===== config.mk =====
export PLATFORM = sky130hd
export DESIGN_NAME = la_uart_rx
export DESIGN_NICKNAME = d
export VERILOG_FILES = /design/src/rtl/la_uart_rx.sv
export SDC_FILE = /design/constraint.sdc
export NUM_CORES = 1
export LEC_CHECK = 0
export CORE_MARGIN = 5
export CORE_UTILIZATION = 55
export CTS_BUF_LIST = sky130_fd_sc_hd__clkbuf_8
export DETAILED_ROUTE_END_ITERATION = 10
export PLACE_DENSITY = 0.86
export REMOVE_ABC_BUFFERS = 1
export SETUP_SLACK_MARGIN = 0.4
export SLEW_MARGIN = 20
export SYNTH_ARGS = -nofsm -noshare
export SYNTH_HDL_FRONTEND = slang
export SYNTH_SLANG_ARGS = --single-unit

===== constraint.sdc =====
create_clock -name clk -period 2.05 [get_ports clk]
set_input_delay 0.5125 -clock clk [delete_from_list [all_inputs] [get_ports clk]]
set_output_delay 0.5125 -clock clk [all_outputs]
set_load 0.01 [all_outputs]

===== src/rtl/la_uart_rx.sv =====
// la_uart_rx: UART receiver for the logic-analyzer host link.
// Deserialises the line into bytes, LSB first, and keeps each one in a
// one-entry buffer with a valid/ready handshake. Framing, overrun and parity
// errors are reported as one-cycle pulses.
// Optional feature macro: UART_RX_PARITY_EN. When it is defined, frames are
// 8E1. When it is undefined, frames are 8N1 and parity_err is tied low.
module la_uart_rx #(
   parameter int BIT_CLKS = 104,
   parameter int CNT_W    = $clog2(BIT_CLKS) + 1
) (
   input  logic       clk,
   input  logic       rst_l,
   input  logic       uart_REC_dataH,
   output logic [7:0] rx_data,
   output logic       rx_valid,
   input  logic       rx_ready,
   output logic       frame_err,
   output logic       overrun_err,
   output logic       parity_err
);

   typedef enum logic [2:0] {
      ST_IDLE,
      ST_START,
      ST_DATA,
      ST_STOP,
      ST_BREAK
`ifdef UART_RX_PARITY_EN
      , ST_PARITY
`endif
   } state_e;

   localparam logic [CNT_W-1:0] HALF_CNT = CNT_W'(BIT_CLKS / 2);
   localparam logic [CNT_W-1:0] LAST_CNT = CNT_W'(BIT_CLKS - 1);

   // Synchroniser and receive state
   logic             sync1_q;
   logic             sync2_q;
   logic             line_s;
   state_e           state_q;
   logic [CNT_W-1:0] cnt_q;
   logic [2:0]       bit_idx_q;
   logic [7:0]       shift_q;
`ifdef UART_RX_PARITY_EN
   logic             par_q;
`endif

   // Output buffer and error pulses
   logic [7:0]       rx_data_q,     rx_data_d;
   logic             rx_valid_q,    rx_valid_d;
   logic             frame_err_q,   frame_err_d;
   logic             overrun_err_q, overrun_err_d;
   logic             parity_err_q,  parity_err_d;

   logic             half_tick;
   logic             bit_tick;
   logic             stop_sample;

   assign line_s      = sync2_q;
   assign half_tick   = (cnt_q == HALF_CNT);
   assign bit_tick    = (cnt_q == LAST_CNT);
   assign stop_sample = (state_q == ST_STOP) && bit_tick;

   // Two-flop synchroniser. It resets to the idle-high line level.
   always_ff @(posedge clk or negedge rst_l) begin
      if (!rst_l) begin
         sync1_q <= 1'b1;
         sync2_q <= 1'b1;
      end else begin
         sync1_q <= uart_REC_dataH;
         sync2_q <= sync1_q;
      end
   end

   // Frame FSM: bit timing, start validation, data shift and stop handling.
   always_ff @(posedge clk or negedge rst_l) begin
      if (!rst_l) begin
         state_q   <= ST_IDLE;
         cnt_q     <= '0;
         bit_idx_q <= '0;
         shift_q   <= '0;
`ifdef UART_RX_PARITY_EN
         par_q     <= 1'b0;
`endif
      end else begin
         case (state_q)
            ST_IDLE: begin
               cnt_q     <= '0;
               bit_idx_q <= '0;
               if (!line_s) state_q <= ST_START;
            end
            ST_START: begin
               // Re-check the line at mid start bit so a short low glitch is ignored
               if (half_tick) begin
                  cnt_q   <= '0;
                  state_q <= line_s ? ST_IDLE : ST_DATA;
               end else begin
                  cnt_q <= cnt_q + CNT_W'(1);
               end
            end
            ST_DATA: begin
               if (bit_tick) begin
                  cnt_q     <= '0;
                  shift_q   <= {line_s, shift_q[7:1]};
                  bit_idx_q <= bit_idx_q + 3'd1;
                  if (bit_idx_q == 3'd7) begin
`ifdef UART_RX_PARITY_EN
                     state_q <= ST_PARITY;
`else
                     state_q <= ST_STOP;
`endif
                  end
               end else begin
                  cnt_q <= cnt_q + CNT_W'(1);
               end
            end
`ifdef UART_RX_PARITY_EN
            ST_PARITY: begin
               if (bit_tick) begin
                  cnt_q   <= '0;
                  par_q   <= line_s;
                  state_q <= ST_STOP;
               end else begin
                  cnt_q <= cnt_q + CNT_W'(1);
               end
            end
`endif
            ST_STOP: begin
               // A low stop bit means a framing error. Hold off until the line
               // returns high so that a break is not taken as a new start bit.
               if (bit_tick) begin
                  cnt_q   <= '0;
                  state_q <= line_s ? ST_IDLE : ST_BREAK;
               end else begin
                  cnt_q <= cnt_q + CNT_W'(1);
               end
            end
            ST_BREAK: begin
               cnt_q <= '0;
               if (line_s) state_q <= ST_IDLE;
            end
            default: begin
               state_q <= ST_IDLE;
               cnt_q   <= '0;
            end
         endcase
      end
   end

   // Next state of the holding buffer and the error pulses at the stop-bit sample.
   always_comb begin
      rx_data_d     = rx_data_q;
      rx_valid_d    = rx_valid_q && !rx_ready;
      frame_err_d   = 1'b0;
      overrun_err_d = 1'b0;
      parity_err_d  = 1'b0;
      if (stop_sample) begin
         if (!line_s) begin
            frame_err_d = 1'b1;
`ifdef UART_RX_PARITY_EN
         end else if ((^shift_q) != par_q) begin
            // Drop the byte. The handshake still clears the buffer as usual.
            parity_err_d = 1'b1;
`endif
         end else if (rx_valid_q && !rx_ready) begin
            overrun_err_d = 1'b1;
         end else begin
            rx_data_d  = shift_q;
            rx_valid_d = 1'b1;
         end
      end
   end

   // Holding buffer and error pulse registers.
   always_ff @(posedge clk or negedge rst_l) begin
      if (!rst_l) begin
         rx_data_q     <= 8'h00;
         rx_valid_q    <= 1'b0;
         frame_err_q   <= 1'b0;
         overrun_err_q <= 1'b0;
         parity_err_q  <= 1'b0;
      end else begin
         rx_data_q     <= rx_data_d;
         rx_valid_q    <= rx_valid_d;
         frame_err_q   <= frame_err_d;
         overrun_err_q <= overrun_err_d;
         parity_err_q  <= parity_err_d;
      end
   end

   assign rx_data     = rx_data_q;
   assign rx_valid    = rx_valid_q;
   assign frame_err   = frame_err_q;
   assign overrun_err = overrun_err_q;
`ifdef UART_RX_PARITY_EN
   assign parity_err  = parity_err_q;
`else
   assign parity_err  = 1'b0;
`endif

endmodule


==> results.txt <==
----------------------------------------------------
[Logic synthesis]
  Cell count after synthesis ... 128
  Cells taking the most area after synthesis ... sky130_fd_sc_hd__dfrtp_1 (51%), sky130_fd_sc_hd__mux2_2 (11%), sky130_fd_sc_hd__dfstp_2 (3.3%), sky130_fd_sc_hd__ha_1 (3.1%), sky130_fd_sc_hd__nand2_1 (1.9%)
  Top-area cell type share of the netlist area ... between 50% and 60%
  Most frequently used flop master after synthesis ... sky130_fd_sc_hd__dfrtp_1
  Sequential fraction of the synthesis area ... 54.7%
  Post-Syn Area per Cell ... 12.5 um^2
  FF+latch count, synth ... 35
  Most instantiated cells after synthesis ... sky130_fd_sc_hd__dfrtp_1 (33), sky130_fd_sc_hd__mux2_2 (16), sky130_fd_sc_hd__nand2_1 (8)
  Cell type with the highest aggregate area in the netlist ... sky130_fd_sc_hd__dfrtp_1
  Most common cell in the synthesized netlist ... sky130_fd_sc_hd__dfrtp_1
  Syn. warnings ... 0
  Cell variety after synth ... 39
  Share of synthesized registers carrying an async set or reset ... 100%
  Post-synth EDFFs ... 0
  Netlist area before placement ... 1610 um^2

[Pwr]
  Sequential group share of total power ... 48.1%
  Switching pwr ... approximately 0.27 mW
  Part of the power in combinational logic ... 1.6%
  Part of the power in the clock network ... 50.3%
  Worst vdd rail ir drop ... roughly 680 uV
  Leakage power of the design ... between 1 and 1.5 nW
  Cell area power density ... 685 nW/um^2
  Switching share of total power ... a little under a fifth
  Cell-internal power ... approximately 1.2 mW

[Clocking]
  Later-pin clock latency in the skew report ... just under 0.3 ns
  Clock edge transition at the registers on the reported setup and hold paths ... 0.07 ns
  CTS tree ... yes
  CTS Buf Count ... 5
  Max Root-Sink Buffers ... 2
  Clock sinks ... 35
  H-tree depth ... 2
  Cell chosen for the clock root ... sky130_fd_sc_hd__clkbuf_8

[Floorplan]
  Die height ... 64.0 um
  Std-Cell Core Area ... 2780 um^2
  Number of cell rows ... 19
  Top-level I/O count ... 16
  Die Footprint ... 4100 um^2
  Initial core utilization ... between 50 and 60%
  Floorplan die width ... 64.0 um

[Setup path]
  Required arrival time at the worst endpoint ... 2.23 ns
  Largest stage delay, worst path ... 0.37 ns
  Slowest CP cell ... sky130_fd_sc_hd__dfrtp_1
  Signal arrival time at the worst endpoint ... 1.91 ns
  Element type at the critical path start ... flop
  Sequence of cells on the critical path ... ha_2 -> buf_4 -> buf_4 -> nand3b_1 -> or2_1 -> o311ai_1
  Maximum fanout encountered on the critical timing path ... 5
  Endpoint class of the critical path ... flop
  Most common cell type on the critical path ... sky130_fd_sc_hd__buf_4
  Worst Path Class, Setup ... reg2reg

[Timing]
  Tcrit/Tclk final ... approximately 84%
  Unrepaired setup endpoints after global routing ... true
  Summed negative setup slack over all endpoints ... 0 ns
  Final setup vio count ... 0
  Minimum period implied by the final worst setup slack ... around 1.7 ns
  Setup clock skew after layout ... 0.00855 ns
  Peak clock frequency supported by timing ... 578 MHz
  Count of endpoints failing hold in the final timing report ... 0
  Final number of max-transition violations ... 0

[Cells and area]
  Area growth syn-to-layout ... 31.6%
  Post-route non-filler standard cell count ... 198
  Diodes inserted ... 0
  Share of cells above drive strength 1 ... between 30% and 40%
  Nets@finish ... 174

[Routing]
  Drt first-iter violations ... around 80
  Via count normalized by instance count ... a little over 6
  DR pass1 iterations ... 5
  Detailed Route WL ... approximately 3800 um
  Residual DRC ... 0
  Overall via count from detail_route ... between 1000 and 1500
  Mean routed wirelength per cell ... 19.1 um
  Number of routed nets with antenna violations ... 0

[Min path]
  Worst min-delay path category ... reg2reg

[GRT]
  All-layer global routing usage ... 18.6%
  First-pass GRT wire length ... 5940 um
  Via count of the first global-routing pass ... 1248
  Sum of overflow across all layers after global routing ... 0
  Number of antenna violations at the first check in global routing ... 0
  Pin count of the biggest net entering global routing ... 36

[Place]
  Buffers added on ports ... 14
  Post-detail-place hpwl ... 2160 um
  Placed instance count ... 174
  Final weighted congestion of routability-driven global placement ... 0.794

[Flow run]
  Maxcap violations ... 0

[Status]
  Status ... finished, final reports clean

----------------------------------------------------
## layout by cell type (no fill, tap or decap), drive strengths merged, types with 4 or more instances in the layout
cell type	synthesis	routed
a21oi	4	4
buf	2	21
clkbuf	2	5
dfrtp	33	33
dlygate4sd2	0	11
ha	4	4
inv	4	5
mux2	16	16
nand2	8	8
nand3	4	4
nor2	4	4
nor3	4	4
o21ai	4	4
## worst paths after layout
| kind | start | to | slack (ns) | depth (start not counted) |
|---|---|---|---|---|
| worst min-delay path | sync1_q | line_s | 0.36 | 0 |
| worst max register to register | cnt_q[0] | bit_idx_q[1] | 0.32 | 6 |
| min in group asynchronous | rst_l | cnt_q[4] | 0.63 | 2 |
| max in group asynchronous | rst_l | cnt_q[3] | 1.07 | 2 |
| worst min register to register | sync1_q | line_s | 0.36 | 0 |
| worst max-delay path | cnt_q[0] | bit_idx_q[1] | 0.32 | 6 |
## cell type report
| type | instances | area, um^2 |
|---|---|---|
| Clock inverter | 3 | 63.8 |
| Sequential cell | 35 | 881 |
| Timing Repair Buffer | 35 | 299 |
| Multi-Input combinational cell | 85 | 747 |
| Inverter | 4 | 15.0 |
| Tap cell | 31 | 38.8 |
| Fill cell | 144 | 668 |
| Clock buffer | 5 | 68.8 |
## critical path: cells and delay by family (launching register included)
kind	cells	cell delay, ns
and+or+nand+nor	2	0.48
buffers and inverters	2	0.25
AOI/OAI and AO/OA	1	0.31
adders and majority gates	1	0.22
DFF	1	0.37
## cells by family (layout without fill, tap and decap cells)
logic type | after synthesis | count (layout) | share of synthesized area (%)
and+or+nand+nor | 40 | 40 | 18.0
DFF | 35 | 35 | 54.7
AOI/OAI and AO/OA | 21 | 21 | 8.89
muxes | 16 | 16 | 11.2
buffers and inverters | 8 | 47 | 2.18
adders and majority gates | 4 | 4 | 3.12
xor gates and xnor gates | 3 | 3 | 1.64
other | 1 | 1 | 0.234
## state kept, by name, summed over array words and instances, names as in the netlist
register / cells
rx_valid: 1
frame_err: 1
sync1_q: 1
state_q: 3
cnt_q: 8
shift_q: 8
overrun_err: 1
bit_idx_q: 3
rx_data: 8
line_s: 1
## stage by stage
stage | utilization, % | total power [mW] | setup WS (ns) | hold WS, ns | instance area (um^2)
after global placement | 64.8 | 0.731 | 0.122 | 0.346 | 1800
after CTS | 72.2 | 1.46 | 0.365 | 0.362 | 2010
after floorplan | - | 0.711 | 0.184 | 0.217 | 1590
after detailed placement | 64.8 | 0.733 | 0.0426 | 0.351 | 1800
final | 76.0 | 1.45 | 0.321 | 0.361 | 2110
after global routing | 76.0 | 1.51 | 0.263 | 0.365 | 2110
## layer usage
layer	share of wire, %	track usage (%)	wire length [um]	vias up
met4	3.0	9.87	115	0
met3	4.0	6.83	151	15
li1	-	-	-	548
met5	0	0	0	-
met1	42	22.1	1580	605
met2	51	29.4	1940	35
## power groups by stage
stage / clock (mW) / sequential, mW / combinational (mW)
floorplan: 0 / 0.708 / 0.00296
global placement: 0 / 0.709 / 0.0228
detailed placement: 0 / 0.709 / 0.0239
CTS: 0.738 / 0.696 / 0.0238
global route: 0.782 / 0.696 / 0.0276
finish: 0.728 / 0.696 / 0.0233
## timing repair
item                                    CTS  global route
hold buffers                              0             0
hold endpoints to repair                  0             0
pin swaps                                 4             2
resized for setup                        18            15
buffers inserted                          9             7
endpoints found under the setup margin   37            25
Power figures use the tool's default switching activity.
